<file path="src/rtl/ls_unit_if.sv">
// rtl/ls_unit_if.sv - issue, ROB, memory and result signals of the load/store unit
interface ls_unit_if;
    logic        rdy;
    logic        rollback;
    logic        in_valid;
    logic [5:0]  in_op;
    logic [31:0] in_rs1;
    logic [31:0] in_rs2;
    logic [31:0] in_imm;
    logic [3:0]  in_rob_id;
    logic        in_ready;
    logic        rob_store_launch;
    logic [3:0]  rob_head_id;
    logic        mem_req;
    logic        mem_we;
    logic [31:0] mem_addr;
    logic [31:0] mem_wdata;
    logic [1:0]  mem_size;
    logic        mem_done;
    logic [31:0] mem_rdata;
    logic        res_valid;
    logic [3:0]  res_rob_id;
    logic [31:0] res_value;
    logic [31:0] res_addr;

    modport slave (
        input  rdy, rollback, in_valid, in_op, in_rs1, in_rs2, in_imm, in_rob_id,
               rob_store_launch, rob_head_id, mem_done, mem_rdata,
        output in_ready, mem_req, mem_we, mem_addr, mem_wdata, mem_size,
               res_valid, res_rob_id, res_value, res_addr
    );

    modport master (
        output rdy, rollback, in_valid, in_op, in_rs1, in_rs2, in_imm, in_rob_id,
               rob_store_launch, rob_head_id, mem_done, mem_rdata,
        input  in_ready, mem_req, mem_we, mem_addr, mem_wdata, mem_size,
               res_valid, res_rob_id, res_value, res_addr
    );
endinterface

</file>
<file path="src/rtl/ls_unit.sv">
// rtl/ls_unit.sv - single-entry load/store unit: loads go straight to memory, stores wait for ROB commit
module ls_unit #(
    parameter logic [5:0] OP_LB  = 6'd10,
    parameter logic [5:0] OP_LH  = 6'd11,
    parameter logic [5:0] OP_LW  = 6'd12,
    parameter logic [5:0] OP_LBU = 6'd13,
    parameter logic [5:0] OP_LHU = 6'd14,
    parameter logic [5:0] OP_SB  = 6'd15,
    parameter logic [5:0] OP_SH  = 6'd16,
    parameter logic [5:0] OP_SW  = 6'd17
) (
    input  logic       clk,
    input  logic       rst,
    ls_unit_if.slave   bus
);
    typedef enum logic [1:0] {IDLE, LOAD_WAIT, STORE_HOLD, STORE_WAIT} state_e;

    state_e      state_q, state_d;
    logic        discard_q, discard_d;
    logic        mem_req_q, mem_req_d;
    logic        mem_we_q, mem_we_d;
    logic        res_valid_q, res_valid_d;
    logic [31:0] addr_q, addr_d;
    logic [31:0] data_q, data_d;
    logic [1:0]  size_q, size_d;
    logic [5:0]  op_q, op_d;
    logic [3:0]  tag_q, tag_d;
    logic [3:0]  res_tag_q, res_tag_d;
    logic [31:0] res_value_q, res_value_d;
    logic [31:0] res_addr_q, res_addr_d;

    logic [31:0] eff_addr;
    logic        is_load, is_store;
    logic [1:0]  in_size;
    logic [31:0] load_val;
    logic [31:0] wdata_masked;

    assign eff_addr = bus.in_rs1 + bus.in_imm;

    always_comb begin
        is_load  = 1'b0;
        is_store = 1'b0;
        in_size  = 2'd2;
        case (bus.in_op)
            OP_LB, OP_LBU: begin is_load  = 1'b1; in_size = 2'd0; end
            OP_LH, OP_LHU: begin is_load  = 1'b1; in_size = 2'd1; end
            OP_LW:         begin is_load  = 1'b1; in_size = 2'd2; end
            OP_SB:         begin is_store = 1'b1; in_size = 2'd0; end
            OP_SH:         begin is_store = 1'b1; in_size = 2'd1; end
            OP_SW:         begin is_store = 1'b1; in_size = 2'd2; end
            default: ;
        endcase
    end

    always_comb begin
        case (op_q)
            OP_LB:   load_val = {{24{bus.mem_rdata[7]}}, bus.mem_rdata[7:0]};
            OP_LH:   load_val = {{16{bus.mem_rdata[15]}}, bus.mem_rdata[15:0]};
            OP_LBU:  load_val = {24'd0, bus.mem_rdata[7:0]};
            OP_LHU:  load_val = {16'd0, bus.mem_rdata[15:0]};
            default: load_val = bus.mem_rdata;
        endcase
    end

    always_comb begin
        case (size_q)
            2'd0:    wdata_masked = {24'd0, data_q[7:0]};
            2'd1:    wdata_masked = {16'd0, data_q[15:0]};
            default: wdata_masked = data_q;
        endcase
    end

    always_comb begin
        state_d     = state_q;
        discard_d   = discard_q;
        mem_req_d   = mem_req_q;
        mem_we_d    = mem_we_q;
        res_valid_d = 1'b0;
        addr_d      = addr_q;
        data_d      = data_q;
        size_d      = size_q;
        op_d        = op_q;
        tag_d       = tag_q;
        res_tag_d   = res_tag_q;
        res_value_d = res_value_q;
        res_addr_d  = res_addr_q;
        case (state_q)
            IDLE: begin
                if (bus.in_valid && !bus.rollback && (is_load || is_store)) begin
                    addr_d = eff_addr;
                    data_d = bus.in_rs2;
                    size_d = in_size;
                    op_d   = bus.in_op;
                    tag_d  = bus.in_rob_id;
                    if (is_load) begin
                        mem_req_d = 1'b1;
                        mem_we_d  = 1'b0;
                        discard_d = 1'b0;
                        state_d   = LOAD_WAIT;
                    end else begin
                        // Store result is broadcast at issue; memory write waits for commit.
                        res_valid_d = 1'b1;
                        res_tag_d   = bus.in_rob_id;
                        res_value_d = bus.in_rs2;
                        res_addr_d  = eff_addr;
                        state_d     = STORE_HOLD;
                    end
                end
            end
            LOAD_WAIT: begin
                if (bus.rollback) discard_d = 1'b1;
                if (bus.mem_done) begin
                    mem_req_d = 1'b0;
                    discard_d = 1'b0;
                    state_d   = IDLE;
                    if (!discard_q && !bus.rollback) begin
                        res_valid_d = 1'b1;
                        res_tag_d   = tag_q;
                        res_value_d = load_val;
                        res_addr_d  = addr_q;
                    end
                end
            end
            STORE_HOLD: begin
                if (bus.rollback) begin
                    state_d = IDLE;
                end else if (bus.rob_store_launch && bus.rob_head_id == tag_q) begin
                    mem_req_d = 1'b1;
                    mem_we_d  = 1'b1;
                    state_d   = STORE_WAIT;
                end
            end
            STORE_WAIT: begin
                if (bus.mem_done) begin
                    mem_req_d = 1'b0;
                    mem_we_d  = 1'b0;
                    state_d   = IDLE;
                end
            end
            default: state_d = IDLE;
        endcase
    end

    always_ff @(posedge clk) begin
        if (rst) begin
            state_q     <= IDLE;
            discard_q   <= 1'b0;
            mem_req_q   <= 1'b0;
            mem_we_q    <= 1'b0;
            res_valid_q <= 1'b0;
        end else if (bus.rdy) begin
            state_q     <= state_d;
            discard_q   <= discard_d;
            mem_req_q   <= mem_req_d;
            mem_we_q    <= mem_we_d;
            res_valid_q <= res_valid_d;
        end
    end

    always_ff @(posedge clk) begin
        if (bus.rdy) begin
            addr_q      <= addr_d;
            data_q      <= data_d;
            size_q      <= size_d;
            op_q        <= op_d;
            tag_q       <= tag_d;
            res_tag_q   <= res_tag_d;
            res_value_q <= res_value_d;
            res_addr_q  <= res_addr_d;
        end
    end

    assign bus.in_ready   = (state_q == IDLE);
    assign bus.mem_req    = mem_req_q;
    assign bus.mem_we     = mem_we_q;
    assign bus.mem_addr   = addr_q;
    assign bus.mem_wdata  = wdata_masked;
    assign bus.mem_size   = size_q;
    assign bus.res_valid  = res_valid_q;
    assign bus.res_rob_id = res_tag_q;
    assign bus.res_value  = res_value_q;
    assign bus.res_addr   = res_addr_q;
endmodule

</file>
<file path="src/flat_wrapper.sv">
// flat-port wrapper written by rule: the top's interface ports become plain ports
module ls_unit_flat 
#(
    parameter logic [5:0] OP_LB  = 6'd10,
    parameter logic [5:0] OP_LH  = 6'd11,
    parameter logic [5:0] OP_LW  = 6'd12,
    parameter logic [5:0] OP_LBU = 6'd13,
    parameter logic [5:0] OP_LHU = 6'd14,
    parameter logic [5:0] OP_SB  = 6'd15,
    parameter logic [5:0] OP_SH  = 6'd16,
    parameter logic [5:0] OP_SW  = 6'd17
)
  (clk, rst, bus_rdy, bus_rollback, bus_in_valid, bus_in_op, bus_in_rs1, bus_in_rs2, bus_in_imm, bus_in_rob_id, bus_rob_store_launch, bus_rob_head_id, bus_mem_done, bus_mem_rdata, bus_in_ready, bus_mem_req, bus_mem_we, bus_mem_addr, bus_mem_wdata, bus_mem_size, bus_res_valid, bus_res_rob_id, bus_res_value, bus_res_addr);
  ls_unit_if bus_i ();
  input  logic clk;
  input  logic rst;
  input wire logic [$bits(bus_i.rdy)-1:0] bus_rdy;
  input wire logic [$bits(bus_i.rollback)-1:0] bus_rollback;
  input wire logic [$bits(bus_i.in_valid)-1:0] bus_in_valid;
  input wire logic [$bits(bus_i.in_op)-1:0] bus_in_op;
  input wire logic [$bits(bus_i.in_rs1)-1:0] bus_in_rs1;
  input wire logic [$bits(bus_i.in_rs2)-1:0] bus_in_rs2;
  input wire logic [$bits(bus_i.in_imm)-1:0] bus_in_imm;
  input wire logic [$bits(bus_i.in_rob_id)-1:0] bus_in_rob_id;
  input wire logic [$bits(bus_i.rob_store_launch)-1:0] bus_rob_store_launch;
  input wire logic [$bits(bus_i.rob_head_id)-1:0] bus_rob_head_id;
  input wire logic [$bits(bus_i.mem_done)-1:0] bus_mem_done;
  input wire logic [$bits(bus_i.mem_rdata)-1:0] bus_mem_rdata;
  output wire logic [$bits(bus_i.in_ready)-1:0] bus_in_ready;
  output wire logic [$bits(bus_i.mem_req)-1:0] bus_mem_req;
  output wire logic [$bits(bus_i.mem_we)-1:0] bus_mem_we;
  output wire logic [$bits(bus_i.mem_addr)-1:0] bus_mem_addr;
  output wire logic [$bits(bus_i.mem_wdata)-1:0] bus_mem_wdata;
  output wire logic [$bits(bus_i.mem_size)-1:0] bus_mem_size;
  output wire logic [$bits(bus_i.res_valid)-1:0] bus_res_valid;
  output wire logic [$bits(bus_i.res_rob_id)-1:0] bus_res_rob_id;
  output wire logic [$bits(bus_i.res_value)-1:0] bus_res_value;
  output wire logic [$bits(bus_i.res_addr)-1:0] bus_res_addr;
  assign bus_i.rdy = bus_rdy;
  assign bus_i.rollback = bus_rollback;
  assign bus_i.in_valid = bus_in_valid;
  assign bus_i.in_op = bus_in_op;
  assign bus_i.in_rs1 = bus_in_rs1;
  assign bus_i.in_rs2 = bus_in_rs2;
  assign bus_i.in_imm = bus_in_imm;
  assign bus_i.in_rob_id = bus_in_rob_id;
  assign bus_i.rob_store_launch = bus_rob_store_launch;
  assign bus_i.rob_head_id = bus_rob_head_id;
  assign bus_i.mem_done = bus_mem_done;
  assign bus_i.mem_rdata = bus_mem_rdata;
  assign bus_in_ready = bus_i.in_ready;
  assign bus_mem_req = bus_i.mem_req;
  assign bus_mem_we = bus_i.mem_we;
  assign bus_mem_addr = bus_i.mem_addr;
  assign bus_mem_wdata = bus_i.mem_wdata;
  assign bus_mem_size = bus_i.mem_size;
  assign bus_res_valid = bus_i.res_valid;
  assign bus_res_rob_id = bus_i.res_rob_id;
  assign bus_res_value = bus_i.res_value;
  assign bus_res_addr = bus_i.res_addr;
  ls_unit #(.OP_LB(OP_LB), .OP_LH(OP_LH), .OP_LW(OP_LW), .OP_LBU(OP_LBU), .OP_LHU(OP_LHU), .OP_SB(OP_SB), .OP_SH(OP_SH), .OP_SW(OP_SW)) u_core (.clk(clk), .rst(rst), .bus(bus_i));
endmodule
</file>
<file path="config.mk">
export PLATFORM = sky130hd
export DESIGN_NAME = ls_unit_flat
export DESIGN_NICKNAME = d
export VERILOG_FILES = /design/src/rtl/ls_unit_if.sv /design/src/rtl/ls_unit.sv /design/src/flat_wrapper.sv
export SDC_FILE = /design/constraint.sdc
export NUM_CORES = 1
export LEC_CHECK = 0
export BUFFER_PORTS_ARGS = -buffer_cell sky130_fd_sc_hd__buf_2
export CAP_MARGIN = 10
export CELL_PAD_IN_SITES_DETAIL_PLACEMENT = 0
export CELL_PAD_IN_SITES_GLOBAL_PLACEMENT = 2
export CORE_MARGIN = 4
export CORE_UTILIZATION = 30
export CTS_BUF_LIST = sky130_fd_sc_hd__clkbuf_8 sky130_fd_sc_hd__clkbuf_16
export DETAILED_ROUTE_END_ITERATION = 8
export PLACE_DENSITY = 0.84
export REMOVE_ABC_BUFFERS = 1
export SLEW_MARGIN = 10
export SYNTH_ARGS = -nofsm -noshare
export SYNTH_HDL_FRONTEND = slang
export SYNTH_SLANG_ARGS = --single-unit
</file>
<file path="constraint.sdc">
create_clock -name clk -period 8.3 [get_ports clk]
set_input_delay 0.415 -clock clk [delete_from_list [all_inputs] [get_ports clk]]
set_output_delay 0.415 -clock clk [all_outputs]
set_load 0.02 [all_outputs]
</file>
==> results of run 1 <==
per-layer routing:
metal	GRT usage	share of wire	vias to the layer above
met4	0.04552	0.018	0
met3	0.03405	0.056	24
met1	0.1978	0.42	2914
met5	0	0	-
met2	0.2844	0.50	233
li1	-	-	3112
metrics by stage:
stage,setup slack [ns],utilization,total power [mW],instance area (um2),hold slack [ns]
after global routing,5.126,0.3969,2.158,9995,0.1565
after CTS,5.241,0.3968,2.078,9992,0.1578
after global placement,4.873,0.3743,1.328,9425,0.4443
final,5.277,0.3969,2.057,9995,0.1790
after floorplan,0.8448,-,1.185,7510,0.4653
after detailed placement,4.803,0.3743,1.333,9425,0.4501
final cells by class:
| class | instances | share of cell area |
|---|---|---|
| Antenna cell | 1 | 0.0002504 |
| Clock buffer | 17 | 0.04256 |
| Clock inverter | 15 | 0.01415 |
| Inverter | 7 | 0.002629 |
| Multi-Input combinational cell | 515 | 0.3067 |
| Sequential cell | 150 | 0.4447 |
| Tap cell | 330 | 0.04131 |
| Timing Repair Buffer | 292 | 0.1477 |
synth_stat cells (5+ instances only):
| cell | count |
|---|---|
| buf_4 | 8 |
| mux2_2 | 13 |
| a21oi_1 | 68 |
| dfxtp_1 | 6 |
| buf_1 | 5 |
| xnor2_1 | 18 |
| a31oi_1 | 5 |
| inv_1 | 7 |
| ha_1 | 31 |
| clkbuf_1 | 21 |
| nand4_1 | 11 |
| nor3_1 | 7 |
| o211ai_1 | 7 |
| nor2b_1 | 12 |
| nand3_1 | 6 |
| o21ai_0 | 31 |
| nand2_1 | 130 |
| edfxtp_1 | 144 |
| o21bai_1 | 7 |
| nor2_1 | 72 |
| a21o_1 | 13 |
| xor2_1 | 14 |
| a211oi_1 | 5 |
| and2_1 | 17 |
flip-flops by register name, summed over array words and instances (netlist names):
register / cells
u_core.bus.mem_addr: 32
u_core.bus.res_addr: 32
u_core.bus.res_value: 32
u_core.data_q: 32
u_core.op_q: 6
u_core.bus.res_rob_id: 4
u_core.tag_q: 4
u_core.bus.mem_size: 2
u_core.state_q: 2
u_core.bus.mem_req: 1
u_core.bus.mem_we: 1
u_core.bus.res_valid: 1
u_core.discard_q: 1
final timing paths:
path	startpoint	to	slack [ns]	depth (start not counted)
setup / recovery	bus_in_op[1]	u_core.data_q[19]	5.28	6
hold / removal	bus_in_rs2[0]	u_core.data_q[0]	0.18	1
setup reg to reg	u_core.state_q[1]	u_core.data_q[19]	5.59	4
hold reg to reg	u_core.bus.mem_req	u_core.bus.mem_req	0.45	2
cell families after synthesis:
| kind of cell | after synthesis | share of synthesized area |
|---|---|---|
| AOI/OAI and AO/OA | 159 | 0.1242 |
| xor gates and xnor gates | 32 | 0.03655 |
| adders and majority gates | 32 | 0.05320 |
| buffers and inverters | 41 | 0.02399 |
| DFF | 150 | 0.5796 |
| muxes | 15 | 0.02170 |
| and+or+nand+nor | 277 | 0.1607 |
power groups by stage:
stage / clock, mW / sequential [mW] / combinational, mW
after floorplan: 0 / 0.960 / 0.224
after global placement: 0 / 0.921 / 0.407
after detailed placement: 0 / 0.922 / 0.411
after CTS: 0.760 / 0.906 / 0.412
after global routing: 0.797 / 0.908 / 0.453
final: 0.743 / 0.906 / 0.408
==> flow_metrics.env, run 1 <==
export IMPL_die_area_um2=28180
export IMPL_hpwlAfterDp_mm=17.82
export IMPL_ctsHoldBuffers=0
export IMPL_cts_made_buffers=17
export IMPL_max_freq_mhz=330.8
export IMPL_end_kind="flip-flop"
export IMPL_io_pin_count=287
export IMPL_final_hold_viol_count=0
export IMPL_die_width_um=167.9
export IMPL_cp_required_ns=8.36
export IMPL_clock_latency_ns=0.42
export IMPL_critPathSlowestCell="nor2_4"
export IMPL_core_area_um2=25180
export IMPL_drt_total_wl_mm=23.29
export IMPL_num_nets_final=1164
export IMPL_status="completed"
export IMPL_cts_clk_slew_worst_paths_ns=0.06
export IMPL_setup_viol=0
export IMPL_critPathMaxFanout=41
export IMPL_startpoint_type="input pin"
export IMPL_pwr_share_comb=0.198
export IMPL_crit_arrival_ns=3.08
export IMPL_slew_headroom=0.2534
export IMPL_firstDrtPassIters=5
export IMPL_post_cts_setup_buffers=0
export IMPL_vdd_ir_drop_max_mv=0.1377
export IMPL_multi_input_area_um2=3065
export IMPL_ys_ff_latch=150
export IMPL_synthesis_area_um2=7667
export IMPL_cp_cell_sequence="buf_2 -> or4b_2 -> o21ai_0 -> nand3_1 -> nor2_4 -> buf_4"
export IMPL_tightest_slew_ns=1.117
export IMPL_syn_instance_count=706
export IMPL_period_needed_ns=3.023
export IMPL_ys_seq_area_frac=0.5796
export IMPL_avgSynthCellArea_um2=10.86
export IMPL_fill_cells=2528
export IMPL_p_clk_frac=0.361
export IMPL_grt_max_degree=50
export IMPL_grt_overflow_total=0
export IMPL_swShare=0.2790
export IMPL_drc=0
export IMPL_rsz0062_at_grt="no"
export IMPL_dp_cells=1294
export IMPL_powerDensity_nw_per_um2=205.8
export IMPL_critPathTopFamily="simple AND/OR/NAND/NOR gates"
export IMPL_synth_edff_count=144
export IMPL_yosys_area_top_type="edfxtp_1"
export IMPL_maxSlewViolCount=0
export IMPL_synth_area_top_cells="edfxtp_1 (56%), nand2_1 (6.4%), ha_1 (5.1%)"
export IMPL_synthArstFlopShare=0
export IMPL_p_leak_nw=4.251
export IMPL_cts_tree="done"
export IMPL_grt_pass1_wl_mm=35.45
export IMPL_path_class="in -> reg"
export IMPL_slowest_delay_ns=0.89
export IMPL_postRouteAntennaNets=0
export IMPL_maxCapViolCount=0
export IMPL_p_int_mw=1.483
export IMPL_synth_cell_types=54
export IMPL_cts_sinks=150
export IMPL_power_switching_mw=0.5739
export IMPL_layout_common_cells="buf_2 (286), edfxtp_1 (144), nand2_1 (130)"
export IMPL_hp_class="in -> reg"
export IMPL_clock_skew_ns=0.01397
export IMPL_ctsResizeCount=0
export IMPL_gp_congestion=0.8399
export IMPL_grt_pass1_vias=6345
export IMPL_ctsLongestPathBuffers=2
export IMPL_antenna_found_initial=1
export IMPL_synth_ff_type="edfxtp_1"
export IMPL_htree_levels=4
export IMPL_routedWlPerCell_um=17.55
export IMPL_register_area_um2=4444
export IMPL_final_cells=1327
export IMPL_grtUsageTotal=0.1606
export IMPL_path_buf_inv=2
export IMPL_drive_gt1_frac=0.3444
export IMPL_layout_commonest_cell="buf_2"
export IMPL_synth_top_area_share=0.5640
export IMPL_start_util=0.3045
export IMPL_drt_iter0_drc=443
export IMPL_root_buffer="clkbuf_16"
export IMPL_seqPwrFrac=0.440
export IMPL_num_rows=58
export IMPL_vias_per_cell=4.735
export IMPL_yosysWarningCount=0
export IMPL_num_vias=6283
export IMPL_fin_crit_sh=0.3643
export IMPL_areaGrowthSynthToFinish_pct=30.35
export IMPL_die_h_um=167.9
export IMPL_tns_ns=0
export IMPL_portBuffers=286
Note: power is estimated with default switching activity, not from simulation.
==> inputs of run 2 (changes only) <==
Clock period 8.3 ns to 2.9 ns, I/O delays scaled along.
==> flow_metrics.env, run 2 (same netlist as run 1, synthesis figures left out) <==
export IMPL_cp_cell_sequence="dlygate4sd3_1 -> buf_2 -> or4b_2 -> o21ai_0 -> nand3_1 -> a21oi_1 -> nor3b_2 -> buf_12"
export IMPL_cts_clk_slew_worst_paths_ns=0.06
export IMPL_grt_overflow_total=0
export IMPL_end_kind="flip-flop"
export IMPL_grt_max_degree=45
export IMPL_power_switching_mw=1.691
export IMPL_setup_ws_ns=0.1743
export IMPL_critPathSlowestCell="or4b_2"
export IMPL_seqPwrFrac=0.435
export IMPL_status="completed"
export IMPL_tns_ns=0
export IMPL_maxCapViolCount=0
export IMPL_post_cts_setup_buffers=0
export IMPL_hp_class="in -> reg"
export IMPL_slew_headroom=0.4958
export IMPL_hpwlAfterDp_mm=17.89
export IMPL_max_freq_mhz=366.9
export IMPL_routedWlPerCell_um=16.99
export IMPL_vias_per_cell=4.717
export IMPL_postRouteAntennaNets=0
export IMPL_portBuffers=286
export IMPL_period_needed_ns=2.726
export IMPL_die_area_um2=28180
export IMPL_pwr_share_comb=0.214
export IMPL_core_area_um2=25180
export IMPL_die_width_um=167.9
export IMPL_slowest_delay_ns=0.68
export IMPL_path_buf_inv=3
export IMPL_antenna_found_initial=0
export IMPL_ctsLongestPathBuffers=2
export IMPL_vdd_ir_drop_max_mv=0.3747
export IMPL_start_util=0.3045
export IMPL_critPathMaxFanout=42
export IMPL_final_util=0.4228
export IMPL_areaGrowthSynthToFinish_pct=38.87
export IMPL_layout_commonest_cell="buf_2"
export IMPL_post_place_ws_ns=-0.1314
export IMPL_crit_arrival_ns=2.81
export IMPL_critPathLaunch="bus_in_op[1]"
export IMPL_die_h_um=167.9
export IMPL_rr_worst_depth=5
export IMPL_num_nets_final=1229
export IMPL_p_clk_frac=0.351
export IMPL_tightest_slew_ns=0.7527
export IMPL_p_leak_nw=4.533
export IMPL_cts_sinks=150
export IMPL_drt_total_wl_mm=23.63
export IMPL_drc=0
export IMPL_fin_crit_sh=0.9399
export IMPL_p_int_mw=4.253
export IMPL_rsz0062_at_grt="no"
export IMPL_hold_path_depth=3
export IMPL_root_buffer="clkbuf_16"
export IMPL_gp_congestion=0.8392
export IMPL_swShare=0.2845
export IMPL_powerDensity_nw_per_um2=558.2
export IMPL_cp_required_ns=2.99
export IMPL_grt_pass1_vias=6552
export IMPL_cts_made_buffers=17
export IMPL_setup_viol=0
export IMPL_dp_cells=1312
export IMPL_min_delay_start="bus_mem_rdata[4]"
export IMPL_grt_pass1_wl_mm=36.26
export IMPL_num_rows=58
export IMPL_cts_tree="done"
export IMPL_grtUsageTotal=0.1624
export IMPL_clock_skew_ns=0.009060
export IMPL_power_total_mw=5.944
export IMPL_maxSlewViolCount=0
export IMPL_layout_common_cells="buf_2 (286), edfxtp_1 (144), nand2_1 (130)"
export IMPL_reg2reg_from="u_core.state_q[0]"
export IMPL_drt_iter0_drc=344
export IMPL_final_cells=1391
export IMPL_num_vias=6562
export IMPL_drive_gt1_frac=0.3421
export IMPL_firstDrtPassIters=5
export IMPL_path_class="in -> reg"
export IMPL_diodes=0
export IMPL_startpoint_type="input pin"
export IMPL_htree_levels=4
export IMPL_final_hold_viol_count=0
export IMPL_path_depth=8
export IMPL_clock_latency_ns=0.42
export IMPL_critPathTopFamily="simple AND/OR/NAND/NOR gates"
export IMPL_io_pin_count=287
==> run 2: metal layers <==
layer	GRT usage	up-vias	share of wire	wire length (um)
li1	-	3246	-	-
met1	0.2010	3060	0.42	9877
met2	0.2912	235	0.50	11900
met3	0.03052	21	0.064	1513
met4	0.04234	0	0.014	340
met5	0	-	0	0
==> run 2: what timing repair did <==
item	in CTS	in global routing
hold buffers	47	0
gates resized for setup	0	0
endpoints found under the hold margin	53	0
==> run 2: worst min-delay path: cells and delay by family <==
family | cells | cell delay, ns
simple gates | 2 | 0.10
buf+inv | 1 | 0.08
==> run 2: worst paths after layout <==
kind         slack (ns)                       end
max                0.17  u_core.bus.res_value[16]
min                0.02   u_core.bus.res_value[4]
max reg2reg        0.84  u_core.bus.res_value[16]
min reg2reg        0.46        u_core.bus.mem_req
==> run 2: stage by stage <==
stage               area [um2]  hold slack, ns
global route             10650         0.02115
finish                   10650         0.01920
detailed placement        9623          0.3386
floorplan                 7510          0.2141
global placement          9623          0.3370
CTS                      10650         0.01003
==> run 2: cell type report <==
cell class,count,area (um2)
Fill cell,2490,14530
Sequential cell,150,4444
Multi-Input combinational cell,515,3065
Timing Repair Buffer,357,2145
Clock buffer,17,425.4
Tap cell,330,412.9
Clock inverter,15,128.9
Inverter,7,26.28
==> run 2: power groups by stage <==
stage / logic, mW / clock network, mW / registers [mW]
2_1_floorplan: 0.642 / 0 / 2.75
3_3_place_gp: 1.22 / 0 / 2.63
3_5_place_dp: 1.23 / 0 / 2.63
4_1_cts: 1.28 / 2.15 / 2.59
5_1_grt: 1.41 / 2.24 / 2.60
6_report: 1.27 / 2.09 / 2.59
